===== src/rtl/pipeline_controller_if.sv =====
// pipeline_controller_if: hazard inputs and stage-control outputs of the pipeline controller.
// Optional stall counter port present when PIPE_STALL_CNT_EN is defined.
`default_nettype none

interface pipeline_controller_if #(
  parameter int REG_W = 5,
  parameter int CNT_W = 16
);
  logic             ihit;
  logic             dhit;
  logic             exmem_dREN;
  logic             exmem_dWEN;
  logic             exmem_pcsrc;
  logic             idex_dREN;
  logic [REG_W-1:0] idex_rt;
  logic [REG_W-1:0] ifid_rs;
  logic [REG_W-1:0] ifid_rt;
  logic             memwb_halt;
  logic             pc_en;
  logic             ifid_en;
  logic             idex_en;
  logic             exmem_en;
  logic             memwb_en;
  logic             ifid_flush;
  logic             idex_flush;
  logic             exmem_flush;
  logic             halted;
`ifdef PIPE_STALL_CNT_EN
  logic [CNT_W-1:0] stall_cnt;
`else
  logic [CNT_W-1:0] stall_cnt_unused;
  assign stall_cnt_unused = '0;
`endif

  modport master (
    input  ihit, dhit, exmem_dREN, exmem_dWEN, exmem_pcsrc,
           idex_dREN, idex_rt, ifid_rs, ifid_rt, memwb_halt,
    output pc_en, ifid_en, idex_en, exmem_en, memwb_en,
           ifid_flush, idex_flush, exmem_flush, halted
`ifdef PIPE_STALL_CNT_EN
    , output stall_cnt
`endif
  );

  modport slave (
    output ihit, dhit, exmem_dREN, exmem_dWEN, exmem_pcsrc,
           idex_dREN, idex_rt, ifid_rs, ifid_rt, memwb_halt,
    input  pc_en, ifid_en, idex_en, exmem_en, memwb_en,
           ifid_flush, idex_flush, exmem_flush, halted
`ifdef PIPE_STALL_CNT_EN
    , input stall_cnt
`endif
  );
endinterface

`default_nettype wire


===== src/rtl/pipeline_controller.sv =====
// pipeline_controller: stall/flush sequencer for the five-stage pipeline (RUN/DWAIT/HALT).
// Optional saturating stall counter enabled by PIPE_STALL_CNT_EN.
`default_nettype none

module pipeline_controller #(
  parameter int REG_W = 5,
  parameter int CNT_W = 16
) (
  input  wire logic           CLK,
  input  wire logic           nRST,
  pipeline_controller_if.master bus
);

  localparam logic [1:0] S_RUN   = 2'd0;
  localparam logic [1:0] S_DWAIT = 2'd1;
  localparam logic [1:0] S_HALT  = 2'd2;

  logic [1:0] r_state;
  logic [1:0] w_next;
  logic       w_dreq;
  logic       w_lu;
  logic       w_go;
  logic [4:0] w_en;
  logic [2:0] w_fl;
  logic       w_halted;

  assign w_dreq = bus.exmem_dREN | bus.exmem_dWEN;
  assign w_lu   = bus.idex_dREN && (bus.idex_rt != REG_W'(0)) &&
                  ((bus.idex_rt == bus.ifid_rs) || (bus.idex_rt == bus.ifid_rt));

  // w_go: the cycle may advance past memory and halt checks (dreq masked once dhit ends a wait)
  always_comb begin
    w_go = 1'b0;
    w_next = r_state;
    case (r_state)
      S_RUN: begin
        if (bus.memwb_halt)
          w_next = S_HALT;
        else if (w_dreq && !bus.dhit)
          w_next = S_DWAIT;
        else
          w_go = 1'b1;
      end
      S_DWAIT: begin
        if (bus.dhit) begin
          if (bus.memwb_halt) begin
            w_next = S_HALT;
          end else begin
            w_next = S_RUN;
            w_go   = 1'b1;
          end
        end
      end
      S_HALT:  w_next = S_HALT;
      default: w_next = S_RUN;
    endcase
  end

  always_comb begin
    w_en = 5'b00000;
    w_fl = 3'b000;
    if (w_go && bus.ihit) begin
      if (bus.exmem_pcsrc) begin
        w_en = 5'b11111;
        w_fl = 3'b111;
      end else if (w_lu) begin
        w_en = 5'b00111;
        w_fl = 3'b010;
      end else begin
        w_en = 5'b11111;
      end
    end
    w_halted = (r_state == S_HALT);
    if (!nRST) begin
      w_en     = 5'b00000;
      w_fl     = 3'b000;
      w_halted = 1'b0;
    end
  end

  assign {bus.pc_en, bus.ifid_en, bus.idex_en, bus.exmem_en, bus.memwb_en} = w_en;
  assign {bus.ifid_flush, bus.idex_flush, bus.exmem_flush} = w_fl;
  assign bus.halted = w_halted;

  always_ff @(posedge CLK) begin
    if (!nRST)
      r_state <= S_RUN;
    else
      r_state <= w_next;
  end

`ifdef PIPE_STALL_CNT_EN
  logic [CNT_W-1:0] r_stall_cnt;

  always_ff @(posedge CLK) begin
    if (!nRST)
      r_stall_cnt <= '0;
    else if ((r_state != S_HALT) && !w_en[4] && (r_stall_cnt != {CNT_W{1'b1}}))
      r_stall_cnt <= r_stall_cnt + CNT_W'(1);
  end

  assign bus.stall_cnt = r_stall_cnt;
`else
  logic [CNT_W-1:0] w_cnt_unused;
  assign w_cnt_unused = '0;
`endif

endmodule

`default_nettype wire


===== src/flat_wrapper.sv =====
// flat-port wrapper written by rule: the top's interface ports become plain ports
module pipeline_controller_flat 
#(
  parameter int REG_W = 5,
  parameter int CNT_W = 16
)
  (CLK, nRST, bus_ihit, bus_dhit, bus_exmem_dREN, bus_exmem_dWEN, bus_exmem_pcsrc, bus_idex_dREN, bus_idex_rt, bus_ifid_rs, bus_ifid_rt, bus_memwb_halt, bus_pc_en, bus_ifid_en, bus_idex_en, bus_exmem_en, bus_memwb_en, bus_ifid_flush, bus_idex_flush, bus_exmem_flush, bus_halted);
  pipeline_controller_if #(.REG_W(REG_W), .CNT_W(CNT_W)) bus_i ();
  input  wire logic CLK;
  input  wire logic nRST;
  input wire logic [$bits(bus_i.ihit)-1:0] bus_ihit;
  input wire logic [$bits(bus_i.dhit)-1:0] bus_dhit;
  input wire logic [$bits(bus_i.exmem_dREN)-1:0] bus_exmem_dREN;
  input wire logic [$bits(bus_i.exmem_dWEN)-1:0] bus_exmem_dWEN;
  input wire logic [$bits(bus_i.exmem_pcsrc)-1:0] bus_exmem_pcsrc;
  input wire logic [$bits(bus_i.idex_dREN)-1:0] bus_idex_dREN;
  input wire logic [$bits(bus_i.idex_rt)-1:0] bus_idex_rt;
  input wire logic [$bits(bus_i.ifid_rs)-1:0] bus_ifid_rs;
  input wire logic [$bits(bus_i.ifid_rt)-1:0] bus_ifid_rt;
  input wire logic [$bits(bus_i.memwb_halt)-1:0] bus_memwb_halt;
  output wire logic [$bits(bus_i.pc_en)-1:0] bus_pc_en;
  output wire logic [$bits(bus_i.ifid_en)-1:0] bus_ifid_en;
  output wire logic [$bits(bus_i.idex_en)-1:0] bus_idex_en;
  output wire logic [$bits(bus_i.exmem_en)-1:0] bus_exmem_en;
  output wire logic [$bits(bus_i.memwb_en)-1:0] bus_memwb_en;
  output wire logic [$bits(bus_i.ifid_flush)-1:0] bus_ifid_flush;
  output wire logic [$bits(bus_i.idex_flush)-1:0] bus_idex_flush;
  output wire logic [$bits(bus_i.exmem_flush)-1:0] bus_exmem_flush;
  output wire logic [$bits(bus_i.halted)-1:0] bus_halted;
  assign bus_i.ihit = bus_ihit;
  assign bus_i.dhit = bus_dhit;
  assign bus_i.exmem_dREN = bus_exmem_dREN;
  assign bus_i.exmem_dWEN = bus_exmem_dWEN;
  assign bus_i.exmem_pcsrc = bus_exmem_pcsrc;
  assign bus_i.idex_dREN = bus_idex_dREN;
  assign bus_i.idex_rt = bus_idex_rt;
  assign bus_i.ifid_rs = bus_ifid_rs;
  assign bus_i.ifid_rt = bus_ifid_rt;
  assign bus_i.memwb_halt = bus_memwb_halt;
  assign bus_pc_en = bus_i.pc_en;
  assign bus_ifid_en = bus_i.ifid_en;
  assign bus_idex_en = bus_i.idex_en;
  assign bus_exmem_en = bus_i.exmem_en;
  assign bus_memwb_en = bus_i.memwb_en;
  assign bus_ifid_flush = bus_i.ifid_flush;
  assign bus_idex_flush = bus_i.idex_flush;
  assign bus_exmem_flush = bus_i.exmem_flush;
  assign bus_halted = bus_i.halted;
  pipeline_controller #(.REG_W(REG_W), .CNT_W(CNT_W)) u_core (.CLK(CLK), .nRST(nRST), .bus(bus_i));
endmodule

===== config.mk =====
export PLATFORM = sky130hd
export DESIGN_NAME = pipeline_controller_flat
export DESIGN_NICKNAME = d
export VERILOG_FILES = /design/src/rtl/pipeline_controller_if.sv /design/src/rtl/pipeline_controller.sv /design/src/flat_wrapper.sv
export SDC_FILE = /design/constraint.sdc
export NUM_CORES = 1
export LEC_CHECK = 0
export BUFFER_PORTS_ARGS = -buffer_cell sky130_fd_sc_hd__buf_2
export CAP_MARGIN = 10
export CORE_AREA = 10 10 47 49
export CTS_BUF_LIST = sky130_fd_sc_hd__clkbuf_2 sky130_fd_sc_hd__clkbuf_4 sky130_fd_sc_hd__clkbuf_8
export CTS_CLUSTER_SIZE = 8
export DETAILED_ROUTE_END_ITERATION = 6
export DIE_AREA = 0 0 57 59
export PLACE_DENSITY_LB_ADDON = 0.2
export SLEW_MARGIN = 25
export SYNTH_ARGS = -nofsm -noshare
export SYNTH_HDL_FRONTEND = slang
export SYNTH_SLANG_ARGS = --single-unit

===== constraint.sdc =====
create_clock -name CLK -period 1.1 [get_ports CLK]
set_clock_uncertainty 0.15 [all_clocks]
set_input_delay 0.055 -clock CLK [delete_from_list [all_inputs] [get_ports CLK]]
set_output_delay 0.055 -clock CLK [all_outputs]
set_load 0.1 [all_outputs]

==> results of run 1 <==
-- metal layers --
| metal | global-route usage (%) | up-vias | part of all wire [%] |
|---|---|---|---|
| met5 | 0 | - | 0 |
| met4 | 4.03 | 0 | 0 |
| met3 | 1.93 | 0 | 6.4 |
| met2 | 14.6 | 11 | 63 |
| met1 | 5.32 | 198 | 30 |
| li1 | - | 215 | - |
-- layout make-up --
| class | instances | share of cell area (%) |
|---|---|---|
| Clock buffer | 3 | 2.99 |
| Inverter | 2 | 1.99 |
| Multi-Input combinational cell | 31 | 35.7 |
| Sequential cell | 2 | 5.65 |
| Tap cell | 16 | 2.66 |
| Timing Repair Buffer | 43 | 51.0 |
-- timing repair --
action	in CTS	in global routing
pin swaps	3	0
endpoints found under the hold margin	2	1
setup buffers	1	0
endpoints found under the setup margin	9	10
resized for setup	3	1
-- path summary, 6_finish.rpt --
path                             startpoint  cells after the start                             end  slack, ns
min                                bus_dhit                      3  u_core.r_state[0]$_SDFFE_PN0P_      -0.03
min reg2reg  u_core.r_state[0]$_SDFFE_PN0P_                      2  u_core.r_state[1]$_SDFFE_PN0P_       0.38
max reg2reg  u_core.r_state[1]$_SDFFE_PN0P_                      2  u_core.r_state[0]$_SDFFE_PN0P_       0.13
max          u_core.r_state[0]$_SDFFE_PN0P_                      6                  bus_ifid_flush      -0.58
-- power by group through the flow --
stage | registers [mW] | clock network [mW] | logic [mW]
after global placement | 0.0823 | 0 | 0.264
after CTS | 0.0829 | 0.178 | 0.278
after floorplan | 0.0832 | 0 | 0.138
final | 0.0828 | 0.162 | 0.273
after global routing | 0.0831 | 0.181 | 0.292
after detailed placement | 0.0829 | 0 | 0.266
-- critical path: stages, from the launching register on --
cell and delay, ns:
dfxtp_2 0.34, nor3_2 0.05, o21ai_2 0.23, clkinvlp_4 0.21
nand2_4 0.11, clkinvlp_4 0.13, buf_12 0.18
-- kinds of logic (layout without fill, tap and decap cells) --
kind of cell | after synthesis | count (layout) | synth area share [%]
flops | 2 | 2 | 13.7
xor+xnor | 10 | 10 | 29.9
compound gates | 7 | 7 | 16.7
buf+inv | 6 | 48 | 12.8
simple gates | 14 | 14 | 26.9
-- metrics by stage --
| step | cell area [sq um] | setup WS, ns | cells | TNS [ns] | util (%) |
|---|---|---|---|---|---|
| after floorplan | 353 | -1.29 | 39 | -6.62 | - |
| after global placement | 701 | -0.399 | 93 | -2.76 | 50.0 |
| after detailed placement | 701 | -0.431 | 93 | -3.03 | 50.0 |
| after CTS | 761 | -0.600 | 98 | -4.82 | 54.3 |
| after global routing | 753 | -0.684 | 97 | -5.46 | 53.8 |
| final | 753 | -0.576 | 97 | -4.53 | 53.8 |
-- layout by cell type, fill, tap and decap left out --
cell type      count
dfxtp_2            2
buf_6              1
nor4b_1            1
nand2b_1           1
nor3_2             1
xor2_1            10
nor2_1             5
buf_12             9
clkinvlp_4         2
buf_2             23
and3b_2            1
o21ai_0            1
clkbuf_4           3
buf_4              9
nand2_4            1
o31ai_4            1
dlygate4sd3_1      1
a22oi_1            1
a21oi_1            1
o31a_4             1
or4_1              1
nor3_1             2
nor4bb_4           1
o21ai_2            2
==> results.json, run 1 <==
{
  "status": "finished with violations",
  "violations": "negative hold slack, negative setup slack",
  "core_area_sq_mm": 0.00140,
  "place.gp.congestion": 0.693,
  "drt-initial-drc-count": 4,
  "cts.sinks": 2,
  "hold_path_class": "primary input to register",
  "netlist_instances": 39,
  "wl_per_cell_microns": 12.3,
  "largest_register": "u_core.r_state",
  "powerDensity_mw_per_mm2": 688,
  "fillers": 132,
  "arrival_ns": 1.47,
  "reg_top3": "u_core.r_state x2",
  "path_clk_slew_ns": 0.03,
  "ys.flop_type": "dfxtp_1",
  "max_freq_mhz": 597,
  "synth_cell_types": 18,
  "clock_latency_ns": 0.22,
  "synth_most_common_cell": "xor2_1",
  "synth_top_area_share_pct": 29.9,
  "grt_start_max_net_pins": 5,
  "hold_violations": 1,
  "worst_setup_path_start_kind": "register",
  "finalPower_uw": 518,
  "worst_slew_pin_slew_ns": 0.391,
  "p_seq_share_pct": 16.0,
  "power_frac_clock_pct": 31.3,
  "placementRows": 14,
  "end_kind": "primary output",
  "first_pass_iters": 2,
  "synth_largest_area_cell": "xor2_1",
  "synthTopCellsByCount": "10 x xor2_1, 5 x nor2_1, 4 x buf_4, 3 x nor3_1",
  "start_util_pct": 20.9,
  "cp_max_fo": 4,
  "syn_nets": 63,
  "swShare_pct": 37.1,
  "diodes": 0,
  "yosysWarnings": 0,
  "regArea_sq_um": 42.5,
  "grt_pass1_wl_microns": 1890,
  "worst_slack_ns": -0.576,
  "p_switching_uw": 192,
  "routed_via_density": 4.37,
  "vias": 424,
  "maxCapViolations": 0,
  "htreeDepth": 1,
  "layout-drive-gt1-share_pct": 70.4,
  "relSlewSlack_pct": 74.0,
  "peakVddDrop_mv": 0.535,
  "ioPinCount": 33,
  "totalWireLength_microns": 1190,
  "hpwl_microns": 1090,
  "grt_pass1_vias": 471,
  "cts_tree": "yes",
  "ant_nets": 0,
  "syn_area_sq_um": 293,
  "path_class": "register to primary output",
  "die_area_sq_mm": 0.00336,
  "portBuffers": 32,
  "pwr-share-comb_pct": 52.8,
  "largest_reg_flops": 2,
  "cts.path.max_buffers": 2,
  "clockRootBuffer": "clkbuf_4",
  "cts_buffers": 3,
  "area_growth_pct": 157,
  "internal_power_uw": 326,
  "cp.required_ns": 0.89,
  "seq_area_frac_synth_pct": 13.7,
  "fp.dieH_microns": 59,
  "layout_min_cycle_time_ns": 1.68,
  "final-max-slew-violation-count": 0,
  "drc": 0,
  "antenna_found_initial": 0,
  "fin_nets": 107,
  "syn_avg_cell_area_sq_um": 7.51,
  "holdWs_ns": -0.0306,
  "grtUsageTotal_pct": 6.90,
  "async_flop_share_pct": 0,
  "ys_ff_latch": 2,
  "setup_viol": 9,
  "synth_edf_count": 0,
  "die_w_microns": 57,
  "power.leakage_nw": 0.354,
  "grt_setup_unrepaired": "yes",
  "multi_input_area_sq_um": 269,
  "yosys-top-cells-area": "xor2_1 30%, dfxtp_1 14%, buf_4 10%",
  "fin_crit_sh_pct": 152,
  "cts_hold_buf": 1,
  "grt.overflow.total": 0
}
Power figures use the tool's default switching activity.
==> inputs of run 2 (changes only) <==
Settings changed: REMOVE_ABC_BUFFERS set to 1.
==> run 2 against run 1 <==
Against the previous run:
- the flow still finishes with violations (negative hold slack, negative setup slack)
- register-to-register slack lost 0.04 ns
- worst hold slack worse by 0.010 ns
- routed wire length grew 6.2%
- sequential power shrank 2%
- flip-flop and latch count unchanged
- critical path type unchanged
==> results.json, run 2 (synthesis results as in run 1) <==
{
  "max_freq_mhz": 582,
  "grt_pass1_wl_microns": 1770,
  "regToRegEndpoint": "u_core.r_state[0]$_SDFFE_PN0P_",
  "wl_per_cell_microns": 12.9,
  "hold_violations": 1,
  "status": "finished with violations",
  "path_clk_slew_ns": 0.03,
  "ioPinCount": 33,
  "diodes": 0,
  "hold_end": "u_core.r_state[0]$_SDFFE_PN0P_",
  "htreeDepth": 1,
  "place_area_sq_um": 653,
  "mostFrequentLayoutCell": "buf_2",
  "maxCapViolations": 0,
  "fin_cells": 98,
  "relSlewSlack_pct": 81.5,
  "area_growth_pct": 144,
  "die_w_microns": 57,
  "worst_slew_pin_slew_ns": 0.278,
  "final-max-slew-violation-count": 0,
  "clockRootBuffer": "clkbuf_4",
  "fin_nets": 108,
  "clock_latency_ns": 0.22,
  "portBuffers": 32,
  "reg_top3": "u_core.r_state x2",
  "path_class": "register to primary output",
  "arrival_ns": 1.51,
  "cts.path.max_buffers": 2,
  "layout-drive-gt1-share_pct": 65.9,
  "vias": 414,
  "rr_worst_depth": 4,
  "cts.sinks": 2,
  "finalPower_uw": 499,
  "grt_setup_unrepaired": "yes",
  "drt-initial-drc-count": 3,
  "layout_common_cells": "23 x buf_2, 11 x buf_4, 10 x xor2_1, 9 x buf_12, 5 x nor2_1",
  "grt_start_max_net_pins": 5,
  "rr_startpoint": "u_core.r_state[0]$_SDFFE_PN0P_",
  "cp_max_fo": 3,
  "hold_path_class": "primary input to register",
  "antenna_found_initial": 0,
  "ant_nets": 0,
  "first_pass_iters": 4,
  "violations": "negative hold slack, negative setup slack",
  "holdWs_ns": -0.0406,
  "grt.overflow.total": 0,
  "cts_tree": "yes",
  "worst_slack_ns": -0.619,
  "hold_depth": 3,
  "start_util_pct": 20.9,
  "cts_buffers": 3,
  "r2r_setup_slack_ns": 0.09,
  "place.gp.congestion": 0.670,
  "finalSetupTns_ns": -4.74,
  "drc": 0,
  "layout_min_cycle_time_ns": 1.72,
  "powerDensity_mw_per_mm2": 697,
  "grt_pass1_vias": 443,
  "fin_crit_sh_pct": 156,
  "fp.dieH_microns": 59,
  "grtUsageTotal_pct": 6.41,
  "placementRows": 14,
  "place_inst": 93,
  "core_area_sq_mm": 0.00140,
  "cp.required_ns": 0.89,
  "setup_viol": 9,
  "peakVddDrop_mv": 0.553,
  "holdCritStartpoint": "bus_dhit",
  "hpwl_microns": 1090,
  "end_kind": "primary output",
  "largest_register": "u_core.r_state",
  "worst_setup_path_start_kind": "register",
  "routed_via_density": 4.22,
  "die_area_sq_mm": 0.00336,
  "power.leakage_nw": 0.359,
  "final_area_sq_um": 716,
  "totalWireLength_microns": 1270,
  "largest_reg_flops": 2
}
==> run 2: worst max path at each step <==
stage / to / startpoint / slack (ns)
2_1_floorplan: bus_exmem_flush / u_core.r_state[1]$_SDFFE_PN0P_ / -2.99
3_5_place_dp: bus_ifid_en / u_core.r_state[1]$_SDFFE_PN0P_ / -0.47
6_report: bus_ifid_en / u_core.r_state[1]$_SDFFE_PN0P_ / -0.62
4_1_cts: bus_ifid_en / u_core.r_state[1]$_SDFFE_PN0P_ / -0.63
5_1_grt: bus_idex_flush / u_core.r_state[1]$_SDFFE_PN0P_ / -0.70
3_3_place_gp: bus_ifid_en / u_core.r_state[1]$_SDFFE_PN0P_ / -0.48
==> run 2: stage by stage <==
step,utilization (%),worst slack (ns)
2_1_floorplan,-,-2.99
6_report,51.1,-0.619
5_1_grt,51.1,-0.696
4_1_cts,49.9,-0.632
3_3_place_gp,46.6,-0.480
3_5_place_dp,46.6,-0.466
==> run 2: repair_timing <==
item | 4_1_cts | 5_1_grt
setup buffers | 2 | 1
endpoints found under the setup margin | 9 | 9
endpoints found under the hold margin | 1 | 1
pin swaps | 2 | 0
resized for setup | 6 | 3
==> run 2: layer usage <==
metal | share of wire, % | up-vias | global-route usage [%]
li1 | - | 217 | -
met1 | 32 | 187 | 5.73
met2 | 63 | 10 | 13.2
met3 | 4.3 | 0 | 1.29
met4 | 0 | 0 | 3.02
met5 | 0 | - | 0
==> run 2: report_power, final <==
part | leakage [nW] | total (mW) | switching, mW | internal [mW]
Sequential | 0.0170 | 0.0814 | 0.00350 | 0.0779
Combinational | 0.329 | 0.260 | 0.140 | 0.120
Clock | 0.0138 | 0.158 | 0.0379 | 0.120
Total | 0.359 | 0.499 | 0.181 | 0.318
==> run 2: layout make-up <==
type | count | area [sq um]
fill | 147 | 686
tap | 16 | 20.0
sequential | 2 | 41.3
timing repair buffer | 44 | 389
inverter | 2 | 10.0
multi-input combinational | 31 | 233
clock buffer | 3 | 22.5
==> run 2: critical path: stages (launching register included) <==
cell	delay, ns
dfxtp_1	0.32
nor4bb_2	0.26
o21ai_1	0.13
inv_1	0.12
buf_4	0.13
o31a_4	0.16
buf_12	0.17
